<file path="src/rtl/bundle_packer.sv">
`timescale 1ns/1ps
`default_nettype none
// ============================================================================
// Module      : bundle_packer
// Description : Packs an in-order stream of 5-bit opcodes into 4-slot VLIW
//               bundles {A0, A1, M, LS}, NOP-filling empty slots, and presents
//               closed bundles on a one-entry valid/ready output register.
//               Optional statistics counters: define BUNDLE_PACKER_STATS_EN.
// Revision    : 1.0 - initial release
// ============================================================================
module bundle_packer #(
    parameter int FLUSH_CYCLES = 8,
    parameter int CNT_W        = 16
) (
    input  logic              clk,
    input  logic              rst_n,
    input  logic [4:0]        op_in,
    input  logic              op_valid,
    output logic              op_ready,
    input  logic              flush,
    output logic [19:0]       bundle_out,
    output logic              bundle_valid,
    input  logic              bundle_ready,
    output logic              err
`ifdef BUNDLE_PACKER_STATS_EN
    ,
    output logic [CNT_W-1:0]  bundles_emitted,
    output logic [CNT_W-1:0]  nops_inserted
`endif
);

    localparam logic [4:0]      C_NOP_ALU   = 5'b00000;
    localparam logic [4:0]      C_NOP_MUL   = 5'b01100;
    localparam logic [4:0]      C_NOP_LS    = 5'b10010;
    // Slot index 3..0 maps to A0, A1, M, LS so the packed array is the bundle layout.
    localparam logic [3:0][4:0] C_NOP_FILL  = {C_NOP_ALU, C_NOP_ALU, C_NOP_MUL, C_NOP_LS};
    localparam int              C_IDLE_W    = (FLUSH_CYCLES < 1) ? 1 : $clog2(FLUSH_CYCLES + 1);
    localparam logic [C_IDLE_W-1:0] C_IDLE_LIMIT = C_IDLE_W'(FLUSH_CYCLES);

    logic [3:0][4:0]     r_slot;
    logic [3:0]          r_occ;
    logic [19:0]         r_out;
    logic                r_valid;
    logic                r_pend;
    logic                r_err;
    logic [C_IDLE_W-1:0] r_idle;

    logic                w_is_alu;
    logic                w_is_mul;
    logic                w_is_ls;
    logic                w_is_legal;
    logic                w_fits;
    logic                w_full;
    logic                w_busy;
    logic                w_out_free;
    logic                w_accept;
    logic                w_legal_acc;
    logic                w_conflict;
    logic                w_timeout;
    logic                w_close;
    logic [3:0][4:0]     w_filled;
    logic [3:0][4:0]     w_nxt_slot;
    logic [3:0]          w_nxt_occ;

    always_comb begin
        w_is_alu   = (op_in >= 5'd1) && (op_in <= 5'd11);
        w_is_mul   = (op_in == 5'd13) || (op_in == 5'd14);
        w_is_ls    = (op_in == 5'd16) || (op_in == 5'd17);
        w_is_legal = w_is_alu | w_is_mul | w_is_ls;
        w_fits     = (w_is_alu & ~(r_occ[3] & r_occ[2]))
                   | (w_is_mul & ~r_occ[1])
                   | (w_is_ls  & ~r_occ[0]);
    end

    assign w_full      = &r_occ;
    assign w_busy      = |r_occ;
    assign w_out_free  = ~r_valid | bundle_ready;
    assign op_ready    = ~w_is_legal | (w_fits & ~w_full) | w_out_free;
    assign w_accept    = op_valid & op_ready;
    assign w_legal_acc = w_accept & w_is_legal;
    assign w_conflict  = w_legal_acc & ~w_fits;
    assign w_timeout   = (FLUSH_CYCLES != 0) && (r_idle == C_IDLE_LIMIT);
    assign w_close     = w_busy & (w_full | w_conflict | r_pend | w_timeout) & w_out_free;

    for (genvar gi = 0; gi < 4; gi++) begin : g_fill
        assign w_filled[gi] = r_occ[gi] ? r_slot[gi] : C_NOP_FILL[gi];
    end

    // An op accepted on a closing edge starts the next build rather than joining the closed one.
    always_comb begin
        w_nxt_occ  = w_close ? 4'b0000 : r_occ;
        w_nxt_slot = w_close ? C_NOP_FILL : r_slot;
        if (w_legal_acc) begin
            if (w_is_alu) begin
                if (!w_nxt_occ[3]) begin
                    w_nxt_occ[3]  = 1'b1;
                    w_nxt_slot[3] = op_in;
                end else begin
                    w_nxt_occ[2]  = 1'b1;
                    w_nxt_slot[2] = op_in;
                end
            end else if (w_is_mul) begin
                w_nxt_occ[1]  = 1'b1;
                w_nxt_slot[1] = op_in;
            end else begin
                w_nxt_occ[0]  = 1'b1;
                w_nxt_slot[0] = op_in;
            end
        end
    end

    always_ff @(posedge clk or negedge rst_n) begin
        if (!rst_n) begin
            r_slot  <= C_NOP_FILL;
            r_occ   <= 4'b0000;
            r_out   <= C_NOP_FILL;
            r_valid <= 1'b0;
            r_pend  <= 1'b0;
            r_err   <= 1'b0;
            r_idle  <= '0;
        end else begin
            r_slot <= w_nxt_slot;
            r_occ  <= w_nxt_occ;
            r_err  <= w_accept & ~w_is_legal & ~(op_in == 5'd0 || op_in == 5'd12 || op_in == 5'd18);

            if (w_close) begin
                r_out   <= w_filled;
                r_valid <= 1'b1;
            end else if (bundle_ready) begin
                r_valid <= 1'b0;
            end

            // A flush on an empty build with nothing arriving is simply discarded.
            if (w_close) begin
                r_pend <= flush & w_legal_acc;
            end else if (flush & (w_busy | w_legal_acc)) begin
                r_pend <= 1'b1;
            end

            if (w_close | w_legal_acc) begin
                r_idle <= '0;
            end else if (w_busy && (r_idle != C_IDLE_LIMIT)) begin
                r_idle <= r_idle + 1'b1;
            end
        end
    end

    assign bundle_out   = r_out;
    assign bundle_valid = r_valid;
    assign err          = r_err;

`ifdef BUNDLE_PACKER_STATS_EN
    logic [CNT_W-1:0] r_bundles;
    logic [CNT_W-1:0] r_nops;
    logic [2:0]       w_empty_cnt;

    assign w_empty_cnt = 3'(~r_occ[0]) + 3'(~r_occ[1]) + 3'(~r_occ[2]) + 3'(~r_occ[3]);

    always_ff @(posedge clk or negedge rst_n) begin
        if (!rst_n) begin
            r_bundles <= '0;
            r_nops    <= '0;
        end else if (w_close) begin
            r_bundles <= r_bundles + 1'b1;
            r_nops    <= r_nops + CNT_W'(w_empty_cnt);
        end
    end

    assign bundles_emitted = r_bundles;
    assign nops_inserted   = r_nops;
`endif

endmodule

`default_nettype wire

</file>
<file path="config.mk">
export PLATFORM = sky130hd
export DESIGN_NAME = bundle_packer
export DESIGN_NICKNAME = d
export VERILOG_FILES = /design/src/rtl/bundle_packer.sv
export SDC_FILE = /design/constraint.sdc
export NUM_CORES = 1
export LEC_CHECK = 0
export ABC_AREA = 0
export CELL_PAD_IN_SITES_DETAIL_PLACEMENT = 1
export CELL_PAD_IN_SITES_GLOBAL_PLACEMENT = 2
export CORE_MARGIN = 3
export CORE_UTILIZATION = 30
export DETAILED_ROUTE_END_ITERATION = 16
export MAX_ROUTING_LAYER = met4
export PLACE_DENSITY_LB_ADDON = 0.1
export SYNTH_ARGS = -nofsm -noshare
export SYNTH_HDL_FRONTEND = slang
export SYNTH_SLANG_ARGS = --single-unit
export TNS_END_PERCENT = 10
</file>
<file path="constraint.sdc">
create_clock -name clk -period 3.08 [get_ports clk]
set_clock_uncertainty 0.15 [all_clocks]
set_input_delay 0.616 -clock clk [delete_from_list [all_inputs] [get_ports clk]]
set_output_delay 0.616 -clock clk [all_outputs]
set_load 0.01 [all_outputs]
</file>
* Word level (Yosys, flattened, before mapping)
Cells that the tools add are included.
** Word-level totals
- Bits in registers :: 51
- Bits in latches :: 0
- Memory bits (read-only) :: 0
- Memories kept :: 0
- Memory bits (writable) :: 0
** Operators by class
- Shift operators :: 0
- Bitwise gates (word level) :: 34
- $lt $le $gt $ge :: 2
- Reduce and logical (&&, ||, !) cells :: 12
- Multiply operators :: 0
- Div/mod/pow operators :: 0
- $add $sub $neg :: 1
- Equality and inequality tests :: 8
- Muxes and demuxes :: 25
** Operator list (number)
- $mux W20 :: 2
- $mux W5 :: 8
- $mux W10 :: 2
- $mux W4 :: 4
- $eq A5 B4 Y1 const B :: 3
- $eq A5 B5 Y1 const B :: 3
- $and A1 B1 Y1 :: 14
- $or A1 B1 Y1 :: 12
- $not A1 Y1 :: 8
- $mux W1 :: 7
- $reduce_bool A2 Y1 :: 3
- $ge A5 B1 Y1 const B :: 1
- $le A5 B4 Y1 const B :: 1
- $logic_not A5 Y1 :: 1
- $add A4 B1 Y4 const B :: 1
- $eq A4 B4 Y1 const B :: 1
- $logic_or A1 B1 Y1 :: 4
- $mux W2 :: 2
- $ne A4 B4 Y1 const B :: 1
- $reduce_and A4 Y1 :: 1
- $reduce_or A4 Y1 :: 1
- $logic_and A1 B1 Y1 :: 2

* Depth between registers and ports, before layout
Gate-level depths: netlist (run 1).
- Depth in word-level cells :: 20
- Gate-level depth with buffers :: 9

* Worst setup path after synthesis (run 1)
Ideal clock, no wire load.
- Kind :: in2reg
- Start point :: in op_in[1]
- End point :: reg r_slot[6] in the netlist's numbering
- Stages on the path :: 7
- Setup slack :: 0.444 ns
- Data required time :: 2.793 ns
- Arrival time :: 2.348 ns
- Cells stage by stage :: buf_6 -> or4b_1 -> o22ai_2 -> nor2_1 -> or4b_1 -> nand3_1 -> o21ai_0
** RTL lines
- start: declaration :: line 17 : input logic [4:0] op_in,
- end signal: assignment :: line 122 : r_slot <= w_nxt_slot;
- end: declaration :: line 40 : logic [3:0][4:0] r_slot;

* Worst setup path after layout (run 1)
- Start point :: in op_in[1]
- End point :: out op_ready
** On the way
- Word-level cells in the longest chain between the ends :: 8
- Elaborated cells on any way between the ends :: 20
- Those cells by class :: 2 x order compare; 4 x eq/ne; 11 x bitwise; 3 x reduce/logical
** Ends and longest elaborated chain
- $ge A5 B1 Y1, or another cell as far along :: line 66 : w_is_alu = (op_in >= 5'd1) && (op_in <= 5'd11);
- $logic_and A1 B1 Y1 / $logic_or A1 B1 Y1 (equally long branches) :: line 66, 67
- $and A1 B1 Y1, on equally long branches :: line 70, 71
- $or A1 B1 Y1 :: line 71 : | (w_is_mul & ~r_occ[1])
- $or A1 B1 Y1 :: line 72 : | (w_is_ls & ~r_occ[0]);
- $and A1 B1 Y1 :: line 78 : assign op_ready = ~w_is_legal | (w_fits & ~w_full) | w_out_free;
- $or A1 B1 Y1 (*) (2 in a row) :: line 78
- end: declaration :: line 19 : output logic op_ready,
Mark *: on every way between the ends. The rest lies on a longest branch, timed or not.

==> impl_results.md, run 1 <==
* Status: complete, no violations
* DR vias at 1803
* Unrepaired setup endpoints after global routing: false
* Initial antenna violation count at 0
* Slowest CP cell: or4_4
* Clock Power Share at 16.9%
* Tcrit/Tclk final at 96.8%
* Synth Area per Inst at 10.3 sq um
* Largest fanout on the critical path at 4
* Avg WL per Cell at 14.2 microns
* Post-Route WL at 5450 microns
* Residual DRC at 0
* Placed insts at 375
* Vias in the first global route at 1910
* Initial core utilization at 31.5%
* Setup ws final at 97.3 ps
* Final HPWL DP at 3950 microns
* Synth Instances at 226
* Post-synth EDFFs at 0
* Largest cells by area after synthesis: dfrtp_1 (46%), dfstp_2 (9.0%), nand2_1 (7.2%)
* Vias/cell at 4.71
* Net Switching at 0.000860 W
* Gr ovfl total at 0
* Final net count at 295
* Pre-CTS setup slack at -318 ps
* Top delay family on crit path: simple AND/OR/NAND/NOR gates
* Final core utilization at 40.6%
* Post-synth top area share at 46.1%
* VDD IR max at 0.000253 V
* Initial DRC count at 24
* Cell taking the most area after synthesis: dfrtp_1
* Most common flop cell mapped by yosys: dfrtp_1
* Worst Setup SP: op_in[1]
* Comb power frac at 41.5%
* Horiz. Die Dim at 94.2 microns
* Core Region at 0.00741 sq mm
* Asr flop ratio synth at 100%
* Critical-path cell list: clkdlybuf4s50_1 -> or4_4 -> and3_4 -> nor2_2 -> o211ai_1 -> buf_2
* Final Hold Fails at 0
* Die height at 94.2 microns
* Most frequent cells in the layout: nand2_1 (45), dfrtp_1 (43), buf_4 (32)
* Switching share of power at 37.5%
* Ant diodes at 0
* Layout Area Growth over Synthesis at 29.1%
* Power Density at 761 mW/mm^2
* Yosys warns at 0
* Share of cells above drive strength 1 at 20.4%
* Final Max Slew Viols at 0
* Sink Count at 51
* CP max stage delay at 560 ps
* CP endpoint kind: output port
* Final setup violation count at 0
* Leakage Power at 1.30 nW
* Die ar. at 0.00887 sq mm
* Root buf cell: clkbuf_8
* GRT Util Overall at 14.3%
* Total power at 0.00229 W
* Fmax at 0.335 GHz
* Seq pwr share at 41.6%
* Maximum clock path buffer count at 2
* Reg2Reg Launch Point: r_occ[1]
* GP Congestion at 0.855
* Flops & latches, synth at 51
* Pin count of the biggest net entering global routing at 52
* Worst setup path class: input port to output port
* Critical path buffers and inverters at 2
* Number of antenna-violating nets in the routed design at 0
* Required @ worst endpoint at 2310 ps
* Yosys cell types at 44
* # H-tree levels at 2
* Max Cap Violations at 0
* CP Data Arrival Time at 2220 ps
* Count of buffers from port buffering at 32
* Hold crit path type: input port to asynchronous set/reset pin
* Worst-Skew Late Latency at 300 ps
* CTS buffer count at 5
* Cell row count at 31
* Worst hold slack at 253 ps
* DRT Pass-1 Iters at 4
* P_int at 0.00143 W
* Rel. slew slack at 56.6%
* Crit path launch type: input port
* Worst slew pin tran at 650 ps
* TritonCTS clock tree: done
* I/O pins at 33
* Min Tclk post-route at 2980 ps
* Clock transition at the registers of the reported paths at 100 ps
* Synthesized Nets at 238
* Final Non-Filler Cells at 383
* Post-cts hold buffer count at 0
* Synth Cell Area at 0.00233 sq mm
* Seq/Total Area, Yosys at 55.2%
* First-pass GRT wire length at 9740 microns
* Commonest non-fill, non-tap cell in the layout: nand2_1
-- logic make-up after synthesis --
kind of cell    count (synthesis)  share of synthesized area, %
compound gates                 52                          15.5
flops                          51                          55.2
fa+ha+maj                       2                          1.07
simple gates                   93                          20.0
buf+inv                        19                          4.77
xor+xnor                        5                          1.88
mux                             4                          1.72
-- routing by layer --
metal | GRT usage (%) | vias to the layer above | wire, microns
met5 | - | - | 0
met4 | 4.33 | 0 | 76
met3 | 2.40 | 9 | 154
met2 | 21.4 | 28 | 2420
met1 | 19.9 | 875 | 2800
li1 | - | 891 | -
-- power groups by stage --
stage          Clock [W]  Combinational [W]  Sequential, W
2_1_floorplan          0           0.000570       0.000966
3_3_place_gp           0           0.000959       0.000966
3_5_place_dp           0           0.000967       0.000972
4_1_cts         0.000407           0.000969       0.000959
5_1_grt         0.000438            0.00107       0.000984
6_report        0.000386           0.000952       0.000954
-- worst reg2reg max path, cell delays in order, from the launching register on --
cell and delay (ps):
dfrtp_1 430, or4bb_1 560, o22ai_2 150, buf_4 160, a2111oi_4 50, o211ai_4 240, buf_4 330, and2_1 220
nand2b_1 70
-- repair_timing --
item,in CTS,in global routing
resized for setup,4,1
setup buffers,0,0
endpoints found under the setup margin,1,1
-- worst paths after layout --
check                      depth (start not counted)  slack [ps]        endpoint
setup / recovery                                   6         100        op_ready
hold / removal                                     2         250  bundle_out[15]
setup reg to reg                                   8         670       r_slot[8]
hold reg to reg                                    2         320   bundle_out[4]
max in group asynchronous                          2        2080      r_slot[17]
min in group clk                                   2         320   bundle_out[4]
-- state kept, by name, indices dropped and copies added (netlist names) --
name and flops:
r_slot 20, r_occ 4, r_pend 1, bundle_valid 1, err 1, bundle_out 20, r_idle 4
-- synthesized netlist by cell type (3+ instances only) --
cell / number
dfstp_2: 8
nor2_1: 13
mux2i_1: 4
nand3_1: 5
nand2_1: 45
o211ai_1: 3
a21oi_1: 5
a22o_1: 5
and2_1: 4
nand2b_1: 4
xor2_1: 3
nand3b_1: 3
buf_6: 5
o21ai_0: 8
nor2b_1: 5
inv_1: 5
dfrtp_1: 43
o21ai_1: 17
clkbuf_1: 7
-- metrics by stage --
stage          TNS [ps]  instance area (sq um)
6_report              0                   3010
5_1_grt               0                   3010
4_1_cts               0                   3010
3_5_place_dp      -5710                   2930
3_3_place_gp      -5250                   2930
2_1_floorplan         0                   2330
-- cell type report --
type	count	area, sq um
Inverter	5	18.8
Timing Repair Buffer	64	551
Clock inverter	2	12.5
Tap cell	99	124
Multi-Input combinational cell	156	946
Sequential cell	51	1290
Clock buffer	6	72.6
Fill cell	860	4400
(Power assumes the default switching activity.)
==> inputs of run 2 (changes only) <==
--- a/config.mk
+++ b/config.mk
@@ -9,11 +9,11 @@
 export CELL_PAD_IN_SITES_DETAIL_PLACEMENT = 1
 export CELL_PAD_IN_SITES_GLOBAL_PLACEMENT = 2
 export CORE_MARGIN = 3
-export CORE_UTILIZATION = 30
+export CORE_UTILIZATION = 34
 export DETAILED_ROUTE_END_ITERATION = 16
 export MAX_ROUTING_LAYER = met4
 export PLACE_DENSITY_LB_ADDON = 0.1
 export SYNTH_ARGS = -nofsm -noshare
 export SYNTH_HDL_FRONTEND = slang
 export SYNTH_SLANG_ARGS = --single-unit
-export TNS_END_PERCENT = 10
+export TNS_END_PERCENT = 5
==> run 2 against run 1 <==
Design area decreased by 0.50%. Die area decreased by 11%. First-iteration DRC count increased to 4.2 times the previous value. Critical path type unchanged. Critical endpoint unchanged.
==> impl_results.md, run 2 (synthesized netlist as in run 1, its figures left out) <==
* Status: complete, no violations (unchanged)
* Setup ws final at 75.7 ps (was 97.3 ps)
* Worst slew pin tran at 646 ps (was 650 ps)
* Die ar. at 0.00789 sq mm (was 0.00887 sq mm)
* Most frequent cells in the layout: nand2_1 (45), dfrtp_1 (43), buf_4 (30) (was nand2_1 (45), dfrtp_1 (43), buf_4 (32))
* Multi-input logic area at 947 sq um (was 946 sq um)
* Placed insts at 352 (was 375)
* Largest fanout on the critical path at 2 (was 4)
* Fmax at 0.333 GHz (was 0.335 GHz)
* Share of cells above drive strength 1 at 19.8% (was 20.4%)
* CP endpoint kind: output port (unchanged)
* Tcrit/Tclk final at 97.5% (was 96.8%)
* Residual DRC at 0 (unchanged)
* Crit path launch type: input port (unchanged)
* Final net count at 294 (was 295)
* Worst setup path class: input port to output port (unchanged)
* Leakage Power at 1.32 nW (was 1.30 nW)
* Avg WL per Cell at 14.9 microns (was 14.2 microns)
* Horiz. Die Dim at 88.8 microns (was 94.2 microns)
* Clock Power Share at 16.9% (about the same)
* WL met2 at 2370 microns (was 2420 microns)
* Initial DRC count at 101 (was 24)
* Layout Area Growth over Synthesis at 28.4% (was 29.1%)
* Min Tclk post-route at 3000 ps (was 2980 ps)
* Unrepaired setup endpoints after global routing: false (unchanged)
* Final Hold Fails at 0 (unchanged)
* # Post-CTS Setup Buffers at 0 (unchanged)
* Maximum clock path buffer count at 2 (unchanged)
* Top Metal Used: met4 (unchanged)
* Clock transition at the registers of the reported paths at 100 ps (about the same)
* DR vias at 1788 (was 1803)
* TritonCTS clock tree: done (unchanged)
* Placed Area at 0.00291 sq mm (was 0.00293 sq mm)
* Rel. slew slack at 56.9% (was 56.6%)
* Number of antenna-violating nets in the routed design at 0 (unchanged)
* Final Non-Filler Cells at 360 (was 383)
* Commonest non-fill, non-tap cell in the layout: nand2_1 (unchanged)
* Ant diodes at 0 (unchanged)
* Pre-CTS setup slack at -292 ps (was -318 ps)
* DRT Pass-1 Iters at 4 (unchanged)
* Final HPWL DP at 3930 microns (was 3950 microns)
* Worst-Skew Late Latency at 300 ps (about the same)
* Cell row count at 29 (was 31)
* Core Region at 0.00649 sq mm (was 0.00741 sq mm)
* Vias in the first global route at 1766 (was 1910)
* Sink Count at 51 (unchanged)
* CTS buffer count at 5 (unchanged)
* Max Cap Violations at 0 (unchanged)
* VDD IR max at 0.000404 V (was 0.000253 V)
* Reg area at 0.00129 sq mm (unchanged)
* GP Congestion at 0.844 (was 0.855)
* Vias/cell at 4.97 (was 4.71)
* GRT Util Overall at 15.1% (was 14.3%)
* Power Density at 762 mW/mm^2 (was 761 mW/mm^2)
* Initial antenna violation count at 0 (unchanged)
* Wl on met1 at 2790 microns (was 2800 microns)
* Final Max Slew Viols at 0 (unchanged)
* Count of buffers from port buffering at 32 (unchanged)
* First-pass GRT wire length at 8940 microns (was 9740 microns)
* P_int at 0.00143 W (about the same)
* Seq pwr share at 43.3% (was 41.6%)
* CP Data Arrival Time at 2240 ps (was 2220 ps)
* Met3 WL at 160 microns (was 154 microns)
* Pin count of the biggest net entering global routing at 52 (unchanged)
* # H-tree levels at 2 (unchanged)
* Switching share of power at 37.1% (was 37.5%)
* Net Switching at 0.000847 W (was 0.000860 W)
* Final Cell Area at 0.00300 sq mm (was 0.00301 sq mm)
* I/O pins at 33 (unchanged)
* Die height at 88.8 microns (was 94.2 microns)
* Root buf cell: clkbuf_8 (unchanged)
* Comb power frac at 39.8% (was 41.5%)
* Hold crit path type: input port to asynchronous set/reset pin (unchanged)
* Required @ worst endpoint at 2310 ps (about the same)
* Filler cells at 738 (was 860)
* Final setup violation count at 0 (unchanged)
* Post-cts hold buffer count at 0 (unchanged)
* Initial core utilization at 35.9% (was 31.5%)
* Worst R2R Setup Slack at 760 ps (was 670 ps)
* Post-Route WL at 5370 microns (was 5450 microns)
* Gr ovfl total at 0 (unchanged)
## run 2: worst paths after layout
| check | from | to | depth (start not counted) |
|---|---|---|---|
| min in group clk | bundle_out[7] | bundle_out[7] | 2 |
| max in group asynchronous | rst_n | r_slot[6] | 2 |
| worst min-delay path | rst_n | bundle_out[18] | 2 |
| worst max-delay path | op_in[0] | op_ready | 6 |
| worst max register to register | r_occ[1] | r_slot[6] | 7 |
| worst min register to register | bundle_out[7] | bundle_out[7] | 2 |
## run 2: worst max-delay path: stages
cell	delay (ps)
clkdlybuf4s50_1	420
or4_4	530
and3_4	190
nor2_1	130
o211ai_1	110
clkdlybuf4s15_1	250
## run 2: area by class of cell
| type | count | share of cell area [%] |
|---|---|---|
| clock buffer | 6 | 2.42 |
| clock inverter | 2 | 0.459 |
| inverter | 5 | 0.627 |
| multi-input combinational | 156 | 31.6 |
| sequential | 51 | 42.9 |
| tap | 77 | 3.22 |
| timing repair buffer | 63 | 18.7 |
## run 2: power groups by stage
stage	clock (W)	sequential (W)	combinational (W)
6_report	0.000386	0.000987	0.000908
3_3_place_gp	0	0.000999	0.000915
2_1_floorplan	0	0.000966	0.000570
4_1_cts	0.000398	0.000995	0.000930
5_1_grt	0.000423	0.00101	0.00102
3_5_place_dp	0	0.00101	0.000928
## run 2: metrics by stage
stage          setup TNS, ps  hold WS, ps  total power (W)  utilization, %
6_report                   0          260          0.00228            46.1
5_1_grt                    0          318          0.00246            46.1
4_1_cts                    0          287          0.00232            46.0
3_5_place_dp           -5050          306          0.00194            44.7
3_3_place_gp           -2740          304          0.00191            44.7
2_1_floorplan              0          170          0.00154               -
## run 2: per-layer routing
metal  track usage (%)  up-vias
li1                  -      889
met1              22.0      863
met2              21.9       31
met3              2.79        5
met4              3.30        0
met5                 -        -
## run 2: timing repair
| action | in CTS | in global routing |
|---|---|---|
| pin swaps | 0 | 0 |
| setup endpoints to repair | 1 | 1 |
| gates resized for setup | 3 | 3 |
| cloned | 0 | 0 |
